File: src/rtl/memory_arbiter.sv
// Unified RAM arbiter between instruction fetch and data memory.
// Data has priority; a starvation counter forces a fetch grant.
module memory_arbiter #(
   parameter int unsigned STARVE_LIMIT = 4
) (
   input  logic        CLK,
   input  logic        RST,
   input  logic        iREN,
   input  logic [31:0] iaddr,
   output logic        iwait,
   output logic [31:0] iload,
   input  logic        dREN,
   input  logic        dWEN,
   input  logic [31:0] daddr,
   input  logic [31:0] dstore,
   output logic        dwait,
   output logic [31:0] dload,
   output logic        ramREN,
   output logic        ramWEN,
   output logic [31:0] ramaddr,
   output logic [31:0] ramstore,
   input  logic [31:0] ramload,
   input  logic        ram_ready
);

   typedef enum logic [1:0] {
      IDLE,
      DSERVE,
      ISERVE
   } state_e;

   localparam logic [3:0] LIMIT = 4'(STARVE_LIMIT);

   state_e     state_q, state_d;
   logic [3:0] scnt_q, scnt_d;
   logic       dreq;
   logic       starved;

   assign dreq    = dREN | dWEN;
   assign starved = iREN & (scnt_q == LIMIT);

   // State and starvation counter registers
   always_ff @(posedge CLK) begin
      if (RST) begin
         state_q <= IDLE;
         scnt_q  <= 4'd0;
      end else begin
         state_q <= state_d;
         scnt_q  <= scnt_d;
      end
   end

   // Next-state: grant selection in IDLE, exit on completion or abort
   always_comb begin
      state_d = state_q;
      scnt_d  = scnt_q;
      case (state_q)
         IDLE: begin
            if (dreq && !starved) begin
               state_d = DSERVE;
               if (!iREN)
                  scnt_d = 4'd0;
               else if (scnt_q >= LIMIT)
                  scnt_d = LIMIT;
               else
                  scnt_d = scnt_q + 4'd1;
            end else if (iREN) begin
               state_d = ISERVE;
               scnt_d  = 4'd0;
            end else begin
               scnt_d  = 4'd0;
            end
         end
         DSERVE: begin
            if (ram_ready || !dreq)
               state_d = IDLE;
         end
         ISERVE: begin
            if (ram_ready || !iREN)
               state_d = IDLE;
         end
         default: state_d = IDLE;
      endcase
   end

   // RAM port drive according to the granted requester
   always_comb begin
      ramREN   = 1'b0;
      ramWEN   = 1'b0;
      ramaddr  = 32'd0;
      ramstore = 32'd0;
      case (state_q)
         DSERVE: begin
            ramaddr  = daddr;
            ramstore = dstore;
            ramWEN   = dWEN;
            ramREN   = dREN & ~dWEN;
         end
         ISERVE: begin
            ramaddr  = iaddr;
            ramREN   = 1'b1;
         end
         default: begin
            ramREN   = 1'b0;
         end
      endcase
   end

   // Wait flags drop only in the completing cycle
   always_comb begin
      iwait = iREN & ~((state_q == ISERVE) & ram_ready);
      dwait = dreq & ~((state_q == DSERVE) & ram_ready);
   end

   assign iload = ramload;
   assign dload = ramload;

endmodule

File: config.mk
export PLATFORM = sky130hd
export DESIGN_NAME = memory_arbiter
export DESIGN_NICKNAME = d
export VERILOG_FILES = /design/src/rtl/memory_arbiter.sv
export SDC_FILE = /design/constraint.sdc
export NUM_CORES = 1
export LEC_CHECK = 0
export BUFFER_PORTS_ARGS = -buffer_cell sky130_fd_sc_hd__clkbuf_2
export CELL_PAD_IN_SITES_DETAIL_PLACEMENT = 1
export CELL_PAD_IN_SITES_GLOBAL_PLACEMENT = 2
export CORE_ASPECT_RATIO = 1.5
export CORE_MARGIN = 4
export CORE_UTILIZATION = 11
export CTS_CLUSTER_DIAMETER = 60
export CTS_CLUSTER_SIZE = 8
export DETAILED_ROUTE_END_ITERATION = 16
export PLACE_DENSITY = 0.9
export SLEW_MARGIN = 30
export SYNTH_ARGS = -nofsm -noshare
export SYNTH_HDL_FRONTEND = slang
export SYNTH_SLANG_ARGS = --single-unit
File: constraint.sdc
create_clock -name CLK -period 2.04 [get_ports CLK]
set_clock_uncertainty 0.1 [all_clocks]
set_input_delay 0.51 -clock CLK [delete_from_list [all_inputs] [get_ports CLK]]
set_output_delay 0.51 -clock CLK [all_outputs]
set_load 0.03 [all_outputs]
==> flow_summary.yaml <==
synth:
  syn_area_sq_mm: 0.00160
  ys_seq_area_share_pct: 7.52
  synth_edf_count: 0
  synthDistinctLibCells: 27
  ys_ff_latch: 6
  synth_top_cell_by_area: "buf_4"
  ys_top_cells_by_count: "64 x buf_4, 33 x and2_1, 32 x a22oi_1, 32 x nor2b_1, 8 x buf_2"
  synth_fp_nets: 362
  syn_avg_cell_area_sq_um: 7.16
  synth-main-ff-cell: "dfxtp_1"
  synth_top_cell_area_share_pct: 30.1
  yosysWarnings: 0
  synth_cells: 223
  synth_area_leaders: "buf_4 30%, a22oi_1 15%, and2_1 13%, nor2b_1 13%, dfxtp_1 7.5%"
  yosysMostFrequentCell: "buf_4"
  synthArstFlopShare_pct: 0
cts:
  ctsHtreeMaxLevel: 1
  cts_tree: "built"
  cts_buffers: 3
  clk_pin_slew_ns: 0.03
  hold_buffers: 0
  clk_path_buf_depth: 2
  insertion_delay_ns: 0.23
  cts-root-buf: "clkbuf_16"
  cts_sinks: 6
global_route:
  grt_pass1_wl_um: 11500
  grt_pass1_vias: 2091
  grt_max_degree: 26
  overflow: 0
  grt_usage_pct: 8.98
  antenna_found_initial: 0
detailed_routing:
  wl_per_cell_um: 16.6
  drcViolationCount: 0
  via_per_inst: 3.75
  drt-initial-drc-count: 61
  drt_wl_total_um: 8750
  vias: 1976
  drt_pass1_iterations: 3
  ant_nets: 0
layout:
  stdcell_count: 527
  design_area_sq_mm: 0.00311
  num_antenna_cells: 0
  nets: 476
  area_growth_pct: 94.7
  fillCellCount: 1706
  drive_above_1_share_pct: 73.4
critical_path:
  critical_path_arrival_ns: 1.51
  r2r_slack_ns: 0.53
  crit_required_ns: 1.43
  critPathLaunchType: "flop"
  end_kind: "output pin"
  critPathMaxFanout: 9
  r2r_cells: 6
  r2r-end: "state_q[0]$_SDFFE_PP0P_"
  cp_cell_sequence: "inv_2 -> ha_4 -> buf_4 -> buf_12 -> nor2b_2 -> clkbuf_8"
  timing.rr.start: "state_q[0]$_SDFFE_PP0P_"
  cp_slowest_cell: "dfxtp_2"
  cp_slowest_stage_delay_ns: 0.32
  crit_type: "flop to output pin"
timing:
  period_share_pct: 104
  slew_violations: 0
  max_freq_mhz: 471
  tns_ns: -1.42
  finalHoldViolCount: 0
  fin_crit_ns: 2.12
  worst_slew_pin_slew_ns: 0.240
  rsz0062_at_grt: "yes"
  setup_ws_ns: -0.0850
  slew_headroom_pct: 84.0
  setup_violations: 55
  timing.hold.ws_ns: 0.393
worst_hold_path:
  whs_path_depth: 1
  hold_path_class: "flop to flop"
  holdCritStartpoint: "scnt_q[3]$_SDFFE_PP0P_"
  holdPathEnd: "scnt_q[3]$_SDFFE_PP0P_"
job:
  max_cap_viol_count: 0
placed_design:
  dp_hpwl_um: 6000
  place_inst: 515
  portBuffers: 169
  place_area_sq_mm: 0.00223
  pre_cts_slack_ns: 0.0175
  globalplace.congestion: 0.735
floorplanning:
  die_x_um: 106
  start_util_pct: 11.3
  rows: 53
  core_sq_mm: 0.0141
  dieArea_sq_mm: 0.0165
  die_h_um: 156
  ios: 266
pwr:
  ir_worst_vdd_mv: 0.405
  p_leak_nw: 1.41
  cellPowerDensity_mw_per_mm2: 633
outcome:
  violations: "setup timing"
  status: "complete, but fails checks"
## through the flow
stage	power [mW]	utilization (%)
global route	2.08	22.0
CTS	1.81	20.4
finish	1.97	22.0
global placement	1.12	15.8
floorplan	0.988	-
detailed placement	1.13	15.8
## registers in the layout (all words and copies together) (netlist names)
| register | count |
|---|---|
| state_q | 2 |
| scnt_q | 4 |
## worst max path at each step
stage	from	slack, ns	depth (start not counted)	end
2_1_floorplan	state_q[1]$_SDFFE_PP0P_	0.02	5	dwait
3_3_place_gp	state_q[0]$_SDFFE_PP0P_	0.03	6	ramaddr[29]
3_5_place_dp	state_q[0]$_SDFFE_PP0P_	0.02	6	ramaddr[9]
4_1_cts	state_q[1]$_SDFFE_PP0P_	-0.07	6	ramaddr[29]
5_1_grt	state_q[0]$_SDFFE_PP0P_	-0.15	6	ramaddr[22]
6_report	state_q[0]$_SDFFE_PP0P_	-0.08	6	ramaddr[21]
## report_power, final
group	internal (mW)	total, mW	leakage [nW]	switching [mW]
Combinational	0.753	1.51	1.32	0.756
Clock	0.252	0.324	0.0370	0.0722
Sequential	0.128	0.134	0.0496	0.00561
## kinds of logic after synthesis
logic type               Yosys count  synth area share [%]
flip-flops                         6                  7.52
buffers and inverters             84                  35.4
AO/OA/AOI/OAI                     47                  21.8
adder cells (fa/ha/maj)            5                  3.92
AND/OR/NAND/NOR                   81                  31.3
## critical path: cells and delay by family, from the launching register on
| family | cells | cell delay, ns |
|---|---|---|
| adder cells (fa/ha/maj) | 1 | 0.29 |
| AND/OR/NAND/NOR | 1 | 0.18 |
| flip-flops | 1 | 0.32 |
| buffers and inverters | 4 | 0.50 |
## layout by cell type (no fill, tap or decap), types with 10 or more instances in the layout
cell type / instances
a22oi_1: 21
buf_4: 21
and2_4: 18
buf_8: 22
clkbuf_4: 10
clkbuf_2: 106
nor2b_4: 10
a22oi_2: 11
and2_1: 15
nor2b_1: 16
## metal layers
layer  global-route usage (%)  vias to the layer above  part of all wire [%]
li1                         -                      915                     -
met1                     7.48                      896                    29
met2                     18.4                      112                    56
met3                     1.82                       53                   8.5
met4                     6.05                        0                   6.8
met5                        0                        -                     0
## area by class of cell
type / count / area [sq um] / share of cell area, %
clock buffers: 3 / 75.1 / 2.41
repair buffers: 187 / 1510 / 48.5
flip-flops and latches: 6 / 123 / 3.94
inverters: 6 / 22.5 / 0.724
well taps: 192 / 240 / 7.73
multi-input cells: 133 / 1140 / 36.7
## timing repair
action / in CTS / in global routing
gates resized for setup: 119 / 103
buffers inserted: 5 / 1
cloned: 2 / 2
pin swaps: 2 / 2
endpoints found under the setup margin: 60 / 66
(Power assumes the default switching activity.)
